[config.mk]
export PLATFORM = sky130hd
export DESIGN_NAME = note_enable_ctrl_flat
export DESIGN_NICKNAME = d
export VERILOG_FILES = /design/src/rtl/note_enable_ctrl_if.sv /design/src/rtl/note_enable_ctrl.sv /design/src/flat_wrapper.sv
export SDC_FILE = /design/constraint.sdc
export NUM_CORES = 1
export LEC_CHECK = 0
export ABC_AREA = 1
export ABC_CLOCK_PERIOD_IN_PS = 16500
export BUFFER_PORTS_ARGS = -buffer_cell sky130_fd_sc_hd__buf_2
export CORE_MARGIN = 2
export CORE_UTILIZATION = 40
export DETAILED_ROUTE_END_ITERATION = 6
export PLACE_DENSITY_LB_ADDON = 0.3
export REMOVE_ABC_BUFFERS = 1
export SLEW_MARGIN = 40
export SYNTH_ARGS = -nofsm -noshare
export SYNTH_HDL_FRONTEND = slang
export SYNTH_SLANG_ARGS = --single-unit
[constraint.sdc]
create_clock -name clk -period 16.5 [get_ports clk]
set_input_delay 0.825 -clock clk [delete_from_list [all_inputs] [get_ports clk]]
set_output_delay 0.825 -clock clk [all_outputs]
set_load 0.005 [all_outputs]
[src/rtl/note_enable_ctrl_if.sv]
// Note-enable bus: raw keys and sample strobe in, per-note enables and voice status out.
// Optional macro SUSTAIN_EN adds the sustain_in pedal input.
interface note_enable_ctrl_if #(
    parameter int unsigned NUM_KEYS = 12
);
    logic [NUM_KEYS-1:0] keys_in;
    logic                sample_tick;
    logic [NUM_KEYS-1:0] sample_enable;
    logic [3:0]          active_count;
    logic                voice_full;
`ifdef SUSTAIN_EN
    logic                sustain_in;

    modport master (
        output keys_in, sample_tick, sustain_in,
        input  sample_enable, active_count, voice_full
    );
    modport slave (
        input  keys_in, sample_tick, sustain_in,
        output sample_enable, active_count, voice_full
    );
`else
    modport master (
        output keys_in, sample_tick,
        input  sample_enable, active_count, voice_full
    );
    modport slave (
        input  keys_in, sample_tick,
        output sample_enable, active_count, voice_full
    );
`endif
endinterface

[src/rtl/note_enable_ctrl.sv]
// Note enable controller: synchronises and debounces the note keys, then allocates up to
// MAX_VOICES voices (lowest key first, no stealing) and updates the enables only on
// sample_tick. Optional macro SUSTAIN_EN adds a debounced sustain pedal that keeps
// released notes sounding until the pedal is let go.
module note_enable_ctrl #(
    parameter int unsigned NUM_KEYS        = 12,
    parameter int unsigned DEBOUNCE_CYCLES = 100000,
    parameter int unsigned CNT_W           = 17,
    parameter int unsigned MAX_VOICES      = 4
) (
    input logic                clk,
    input logic                n_rst,   // active-high asynchronous reset
    note_enable_ctrl_if.slave  bus_io
);

`ifdef SUSTAIN_EN
    localparam int unsigned NumIn = NUM_KEYS + 1;   // sustain rides on the top bit
`else
    localparam int unsigned NumIn = NUM_KEYS;
`endif
    localparam logic [CNT_W-1:0] CntLast   = CNT_W'(DEBOUNCE_CYCLES - 1);
    localparam logic [3:0]       MaxVoices = 4'(MAX_VOICES);

    logic [NumIn-1:0]    raw_in;
    logic [NumIn-1:0]    sync1_q, sync2_q;
    logic [NumIn-1:0]    stable_q, stable_d;
    logic [CNT_W-1:0]    cnt_q [NumIn];
    logic [CNT_W-1:0]    cnt_d [NumIn];
    logic [NUM_KEYS-1:0] key_stable;
    logic [NUM_KEYS-1:0] held, fresh, enable_d;
    logic [3:0]          voices_d;
    logic [NUM_KEYS-1:0] sample_enable_q;
    logic [3:0]          active_count_q;
    logic                voice_full_q;

`ifdef SUSTAIN_EN
    assign raw_in = {bus_io.sustain_in, bus_io.keys_in};
`else
    assign raw_in = bus_io.keys_in;
`endif
    assign key_stable = stable_q[NUM_KEYS-1:0];

    // Two-flop synchroniser for every raw button
    always_ff @(posedge clk or posedge n_rst) begin
        if (n_rst) begin
            sync1_q <= '0;
            sync2_q <= '0;
        end else begin
            sync1_q <= raw_in;
            sync2_q <= sync1_q;
        end
    end

    // Debounce next-state: accept a new level only after it has held DEBOUNCE_CYCLES cycles
    always_comb begin
        stable_d = stable_q;
        for (int i = 0; i < NumIn; i++) begin
            cnt_d[i] = '0;
            if (sync2_q[i] != stable_q[i]) begin
                if (cnt_q[i] == CntLast) begin
                    stable_d[i] = sync2_q[i];
                end else begin
                    cnt_d[i] = cnt_q[i] + 1'b1;
                end
            end
        end
    end

    // Debounce state: accepted key levels and per-key stability counters
    always_ff @(posedge clk or posedge n_rst) begin
        if (n_rst) begin
            stable_q <= '0;
            for (int i = 0; i < NumIn; i++) begin
                cnt_q[i] <= '0;
            end
        end else begin
            stable_q <= stable_d;
            for (int i = 0; i < NumIn; i++) begin
                cnt_q[i] <= cnt_d[i];
            end
        end
    end

    // Voice allocation: keep held notes, then grant new presses lowest index first
    always_comb begin
        held = sample_enable_q & key_stable;
`ifdef SUSTAIN_EN
        if (stable_q[NUM_KEYS]) begin
            held = sample_enable_q;
        end
`endif
        fresh    = key_stable & ~sample_enable_q;
        voices_d = '0;
        for (int i = 0; i < NUM_KEYS; i++) begin
            voices_d = voices_d + {3'b000, held[i]};
        end
        enable_d = held;
        for (int i = 0; i < NUM_KEYS; i++) begin
            if (fresh[i] && (voices_d < MaxVoices)) begin
                enable_d[i] = 1'b1;
                voices_d    = voices_d + 4'd1;
            end
        end
    end

    // Enables and voice status change only on a sample tick
    always_ff @(posedge clk or posedge n_rst) begin
        if (n_rst) begin
            sample_enable_q <= '0;
            active_count_q  <= '0;
            voice_full_q    <= 1'b0;
        end else if (bus_io.sample_tick) begin
            sample_enable_q <= enable_d;
            active_count_q  <= voices_d;
            voice_full_q    <= (voices_d == MaxVoices);
        end
    end

    assign bus_io.sample_enable = sample_enable_q;
    assign bus_io.active_count  = active_count_q;
    assign bus_io.voice_full    = voice_full_q;

endmodule

[src/flat_wrapper.sv]
// flat-port wrapper written by rule: the top's interface ports become plain ports
module note_enable_ctrl_flat 
#(
    parameter int unsigned NUM_KEYS        = 12,
    parameter int unsigned DEBOUNCE_CYCLES = 100000,
    parameter int unsigned CNT_W           = 17,
    parameter int unsigned MAX_VOICES      = 4
)
  (clk, n_rst, bus_io_keys_in, bus_io_sample_tick, bus_io_sample_enable, bus_io_active_count, bus_io_voice_full);
  note_enable_ctrl_if #(.NUM_KEYS(NUM_KEYS)) bus_io_i ();
  input logic clk;
  input logic n_rst;
  input wire logic [$bits(bus_io_i.keys_in)-1:0] bus_io_keys_in;
  input wire logic [$bits(bus_io_i.sample_tick)-1:0] bus_io_sample_tick;
  output wire logic [$bits(bus_io_i.sample_enable)-1:0] bus_io_sample_enable;
  output wire logic [$bits(bus_io_i.active_count)-1:0] bus_io_active_count;
  output wire logic [$bits(bus_io_i.voice_full)-1:0] bus_io_voice_full;
  assign bus_io_i.keys_in = bus_io_keys_in;
  assign bus_io_i.sample_tick = bus_io_sample_tick;
  assign bus_io_sample_enable = bus_io_i.sample_enable;
  assign bus_io_active_count = bus_io_i.active_count;
  assign bus_io_voice_full = bus_io_i.voice_full;
  note_enable_ctrl #(.NUM_KEYS(NUM_KEYS), .DEBOUNCE_CYCLES(DEBOUNCE_CYCLES), .CNT_W(CNT_W), .MAX_VOICES(MAX_VOICES)) u_core (.clk(clk), .n_rst(n_rst), .bus_io(bus_io_i));
endmodule
; ---- Word level (Yosys, flattened, before mapping)
; Index checks and enable logic that the tools add are counted.
[op_classes]
bitwise = 3
add_sub_neg = 35
eq_ne = 25
order_cmp = 12
reduce_logical = 24
muxes = 48
[op_table]
columns = operator, count
row1 = $mux 17, 24
row2 = $add 17x1->17 const B, 12
row3 = $eq 17x17->1 const B, 12
row4 = $add 4x1->4 const B, 12
row5 = $lt 4x3->1 const B, 12
row6 = $mux 4, 12
row7 = $add 4x1->4, 10
row8 = $and 12x12->12, 2
row9 = $reduce_and 2->1, 12
row10 = $logic_and 1x1->1, 12
row11 = $mux 1, 12
row12 = $ne 1x1->1, 12
row13 = $not 12->12, 1
row14 = $eq 4x3->1 const B, 1
row15 = $add 1x1->2, 1
[totals]
out_inout_bits = 17
ff_bits = 257
word_cells = 176
in_bits = 15

; ---- Depth between registers and ports, before layout
[logic_depth]
ltp_word = 49
mapped_depth = 63
depth_no_buf = 63

; ---- Worst setup path before layout
; No wires, ideal clock.
[synth_path]
kind = reg-to-reg
start = register u_core.sample_enable_q[0] (netlist: u_core.bus_io.sample_enable[0])
end = register u_core.voice_full_q (netlist: u_core.bus_io.voice_full)
arrival_ns = 8.692
t_required_ns = 16.435
synth_period_minus_slack_ns = 8.757
setup_slack_ns = 7.743
n_path_buf = 0
stages_incl_launch_ff = 57
setup_ns = 0.065
cell_sequence = dfrtp_1 > nand2_1 > inv_1 > ha_1 > inv_1 > fa_1 > fa_1 > inv_1 > fa_1 > fa_1 > inv_1 > fa_1 > inv_1 > ha_1 > nor2_1 > a21oi_1 > ha_1 > nand2_1 > [... 21 more ...] > nand2_1 > nand2_1 > ha_1 > inv_1 > nand2_1 > nand2_1 > inv_1 > ha_1 > nand2_1 > o21ai_1 > ha_1 > inv_1 > o211ai_1 > nor2_1 > nand3_1 > a21oi_2 > nand2_1 > nand2_1
[synth_via]
elab_chain_cells = 49
elab_cells_between_ends = 63
classes_between = add/sub: 23 / order compare: 12 / eq/ne: 1 / mux: 12 / bitwise: 3 / reduce/logical: 12
[synth_rtl]
columns = item, line
row1 = "start, declared", note_enable_ctrl.sv:32  ; logic [NUM_KEYS-1:0] sample_enable_q;
row2 = "start signal, assigned", note_enable_ctrl.sv:113  ; sample_enable_q <= enable_d;
row3 = $and 12x12->12, note_enable_ctrl.sv:86  ; held = sample_enable_q & key_stable;
row4 = $add 1x1->2, note_enable_ctrl.sv:95  ; voices_d = voices_d + {3'b000, held[i]};
row5 = $add 4x1->4 (10 in series), note_enable_ctrl.sv:95
row6 = $lt 4x3->1, note_enable_ctrl.sv:99  ; if (fresh[i] && (voices_d < MaxVoices)) begin
row7 = $logic_and 1x1->1, note_enable_ctrl.sv:99
row8 = $mux 4 *, note_enable_ctrl.sv:99
row9 = $lt 4x3->1, note_enable_ctrl.sv:99
row10 = $logic_and 1x1->1, note_enable_ctrl.sv:99
row11 = [... 24 more ...], -
row12 = $mux 4 *, note_enable_ctrl.sv:99
row13 = $lt 4x3->1, note_enable_ctrl.sv:99
row14 = $logic_and 1x1->1, note_enable_ctrl.sv:99
row15 = $mux 4 *, note_enable_ctrl.sv:99
row16 = $lt 4x3->1, note_enable_ctrl.sv:99
row17 = $logic_and 1x1->1, note_enable_ctrl.sv:99
row18 = $mux 4 *, note_enable_ctrl.sv:99
row19 = $eq 4x3->1 *, note_enable_ctrl.sv:115  ; voice_full_q <= (voices_d == MaxVoices);
row20 = "end signal, assigned", note_enable_ctrl.sv:115
row21 = "end, declared", note_enable_ctrl.sv:34  ; logic voice_full_q;
; Mark *: on every way between the ends. The rest lies on a longest branch, timed or not.
; A chain may end at the register's enable or synchronous reset.

; ---- Worst setup path after layout
[layout_path]
start = register u_core.stable_q[1] (netlist: u_core.key_stable[1])
end = register u_core.voice_full_q (netlist: u_core.bus_io.voice_full)
[layout_via]
elab_chain_cells = 49
elab_cells_between_ends = 62
classes_between = add/sub: 23 / order compare: 12 / eq/ne: 1 / mux: 12 / bitwise: 2 / reduce/logical: 12
[layout_rtl]
columns = item, line
row1 = "start, declared", note_enable_ctrl.sv:26  ; logic [NumIn-1:0] stable_q, stable_d;
row2 = "start signal, assigned", note_enable_ctrl.sv:77  ; stable_q <= stable_d;
row3 = $and 12x12->12, note_enable_ctrl.sv:86
row4 = $add 1x1->2, note_enable_ctrl.sv:95
row5 = $add 4x1->4 (10 in series), note_enable_ctrl.sv:95
row6 = $lt 4x3->1, note_enable_ctrl.sv:99
row7 = $logic_and 1x1->1, note_enable_ctrl.sv:99
row8 = $mux 4, note_enable_ctrl.sv:99
row9 = $lt 4x3->1, note_enable_ctrl.sv:99
row10 = $logic_and 1x1->1, note_enable_ctrl.sv:99
row11 = [... 24 more ...], -
row12 = $mux 4 *, note_enable_ctrl.sv:99
row13 = $lt 4x3->1, note_enable_ctrl.sv:99
row14 = $logic_and 1x1->1, note_enable_ctrl.sv:99
row15 = $mux 4 *, note_enable_ctrl.sv:99
row16 = $lt 4x3->1, note_enable_ctrl.sv:99
row17 = $logic_and 1x1->1, note_enable_ctrl.sv:99
row18 = $mux 4 *, note_enable_ctrl.sv:99
row19 = $eq 4x3->1 *, note_enable_ctrl.sv:115
; Marked as above.

==> reports/results.ini <==
[logic_synthesis]
mappedNetlistArea_sq_um=13000
ys.flop_type=sky130_fd_sc_hd__dfrtp_1
synthTopCellsByArea=sky130_fd_sc_hd__dfrtp_1 (50%), sky130_fd_sc_hd__inv_1 (8.5%), sky130_fd_sc_hd__nor2_1 (7.4%)
yosysWarningCount=0
netlist.top_cell.by_area=sky130_fd_sc_hd__dfrtp_1
number_of_enable_flip_flop_cells_after_synthesis=0
register_area_share_after_synthesis_pct=49.6
synthesis.area_per_instance_sq_um=8.26
post_synth_inst_count=1570
yosys.area.top_type_share_pct=49.6
ys_async_sr_fraction_pct=100
postSynthRegisterBits=257
synth.distinct_cells=43

[sta]
max_freq_mhz=108
max_slew_margin_pct=52.2
worst-slew-pin-transition_ps=717
rsz_0062_raised_after_global_routing=no
tns_ps=0
finalCriticalPeriod_ps=9280
finalHoldViolations=0
final-max-slew-violation-count=0
worst_slack_ps=7220
final_worst_hold_slack_ps=346
post-route-period-util_pct=56.2
setup-violations-final=0
fin_skew_ps=8.68

[placement]
pre_cts_ws_ps=7230
portBuffers=31
placed_cells=1997
place.gp.congestion=0.820
dp_hpwl_um=17800
dpl_cell_area_sq_um=13600

[clocking]
cts_post_setup_buffers_inserted=0
clkSinkCount=257
tritoncts=yes
clk_latency_ps=540
cts.reportedPaths.clkPinSlew_ps=60
clockRootBuffer=sky130_fd_sc_hd__clkbuf_16
tritoncts.num_buffers=29
clock_tree.htree_level_count=1
post_cts.resized_instances=0
cts.path.max_buffers=3
cts-hold-fix-buffers=0

[global_route]
grt_pass1_wl_um=44600
antenna_found_initial=0
grt_overflow_total=0
grt_max_degree=124
vias_in_the_first_global_route=9940
groute.usage.overall_pct=15.5

[power]
power-per-cell-area_nw_per_um2=95.0
total_leakage_power_nw=6.46
power.ir.vdd_worst_mv=0.0733

[finish]
antennaDiodeCount=0
final_cells=2050
fill_cells=3100
drive_above_1_share_pct=8.01
final_net_count=1675
seqCellArea_sq_um=6430
multiInputGateArea_sq_um=5350
area_of_all_placed_cells_without_fillers_sq_um=14700
layout-area-overhead-vs-synth_pct=13.2

[floorplanning]
io_pins=32
placement_rows=65
core_area_sq_um=31700
fp.dieArea_sq_um=33900
height_of_the_chip_um=184
initial_core_util_pct=40.9
die_w_um=184

[flow_run]
maxCapViolCount=0

[worst_setup_path]
setup.worst_path.end_class=flop
critical_path_data_required_time_ps=16980
timing.critical_path.slowest_stage_cell=sky130_fd_sc_hd__fa_1
arrival_time_reported_for_the_critical_path_endpoint_ps=9750
critical-path-top-cell-by-count=sky130_fd_sc_hd__nand2_1
critPathLaunchType=flop
timing_worst_setup_path_type=flop to flop
critical_path.max_fanout=5
timing.critical_path.slowest_cell_delay_ps=540

[drt]
detail-route-antenna-nets=0
post-route-drc-count=0
detail_routed_via_count_per_cell=4.86
drtIter0Drc=563
detail_route.wl_per_cell_um=12.0
detail_route.wirelength_um=24500
detail_route.first_pass.iterations=5
route.vias.total=9961

[status]
run_status=complete, no violations

[min_path]
hold_path.class=input pin to async pin

==> state kept, by name (all words and copies together) (netlist names) <==
register,cells
u_core.key_stable,12
u_core.bus_io.voice_full,1
u_core.sync2_q,12
u_core.sync1_q,12
u_core.bus_io.sample_enable,12
u_core.cnt_q,204
u_core.bus_io.active_count,4
==> cells by family after synthesis <==
| family | share of synthesized area (%) |
|---|---|
| muxes | 0.434 |
| and+or+nand+nor | 24.0 |
| DFF | 49.6 |
| xor gates and xnor gates | 3.35 |
| buffers and inverters | 9.15 |
| AOI/OAI and AO/OA | 9.82 |
| adders and majority gates | 3.68 |
==> cell usage after synthesis (all sizes together), types with 4 or more instances <==
cell	number
ha	27
mux2	5
o21ai	54
a31oi	22
nor2	262
a211oi	17
nand2	218
nor3b	23
o2111ai	6
o211ai	4
fa	7
xor2	34
nor4	30
clkbuf	7
dfrtp	257
nand3	37
o21a	15
xnor2	13
nor3	97
nand4	28
o31ai	4
inv	304
a21oi	91
==> cell usage in the layout (no fill, tap or decap), drive strengths merged <==
cell type and n:
clkinvlp 2, buf 34, nor4 30, or2 2, nand3 37, a211oi 17
xnor2 13, inv 304, nor3 97, o311ai 1, o221a 1, nand4 28
nor3b 23, clkinv 11, xor2 34, o31ai 4, o21ai 54, ha 27
o21a 15, o211ai 4, fa 7, a21oi 91, mux2 5, bufinv 6
o2111ai 6, dfrtp 257, and3 1, nand2 218, a31oi 22, clkbuf 35
nor2 262
==> power by group <==
part | switching [W] | internal (W)
clock network | 0.000260 | 0.000437
logic | 0.0000328 | 0.0000132
registers | 0.00000898 | 0.000643
==> worst max-delay path, delay by kind of cell (launching register included) <==
kind | cells | cell delay (ps)
AND/OR/NAND/NOR | 19 | 1980
adder cells (fa/ha/maj) | 15 | 4760
flip-flops | 1 | 410
buffers and inverters | 14 | 890
AO/OA/AOI/OAI | 7 | 1190
==> metal layers <==
metal / vias up / routed length, um / track usage (%)
met5: - / 0 / 0
met4: 0 / 562 / 4.00
met3: 40 / 875 / 2.73
met2: 98 / 11100 / 26.1
met1: 4651 / 12000 / 20.8
li1: 5172 / - / -
==> final timing paths <==
| path | depth (start not counted) | startpoint | to | slack (ps) |
|---|---|---|---|---|
| hold / removal | 2 | n_rst | u_core.cnt_q[69] | 350 |
| hold reg to reg | 0 | u_core.sync1_q[4] | u_core.sync2_q[4] | 350 |
| max in group asynchronous | 3 | n_rst | u_core.key_stable[2] | 15120 |
| setup reg to reg | 55 | u_core.key_stable[1] | u_core.bus_io.voice_full | 7220 |
| min in group clk | 0 | u_core.sync1_q[4] | u_core.sync2_q[4] | 350 |
| setup / recovery | 55 | u_core.key_stable[1] | u_core.bus_io.voice_full | 7220 |
==> through the flow <==
stage	total power, W	utilization (%)
6_report	0.00139	46.3
5_1_grt	0.00145	46.3
4_1_cts	0.00142	46.3
3_5_place_dp	0.000711	43.0
3_3_place_gp	0.000710	42.9
2_1_floorplan	0.000692	-
==> cell type report <==
type	instances	share of cell area, %
Inverter	305	7.88
Clock buffer	35	5.44
Timing Repair Buffer	34	1.26
Clock inverter	18	1.72
Multi-Input combinational cell	999	36.5
Tap cell	402	3.43
Sequential cell	257	43.8
No activity file was read; power rests on OpenSTA's default activity.
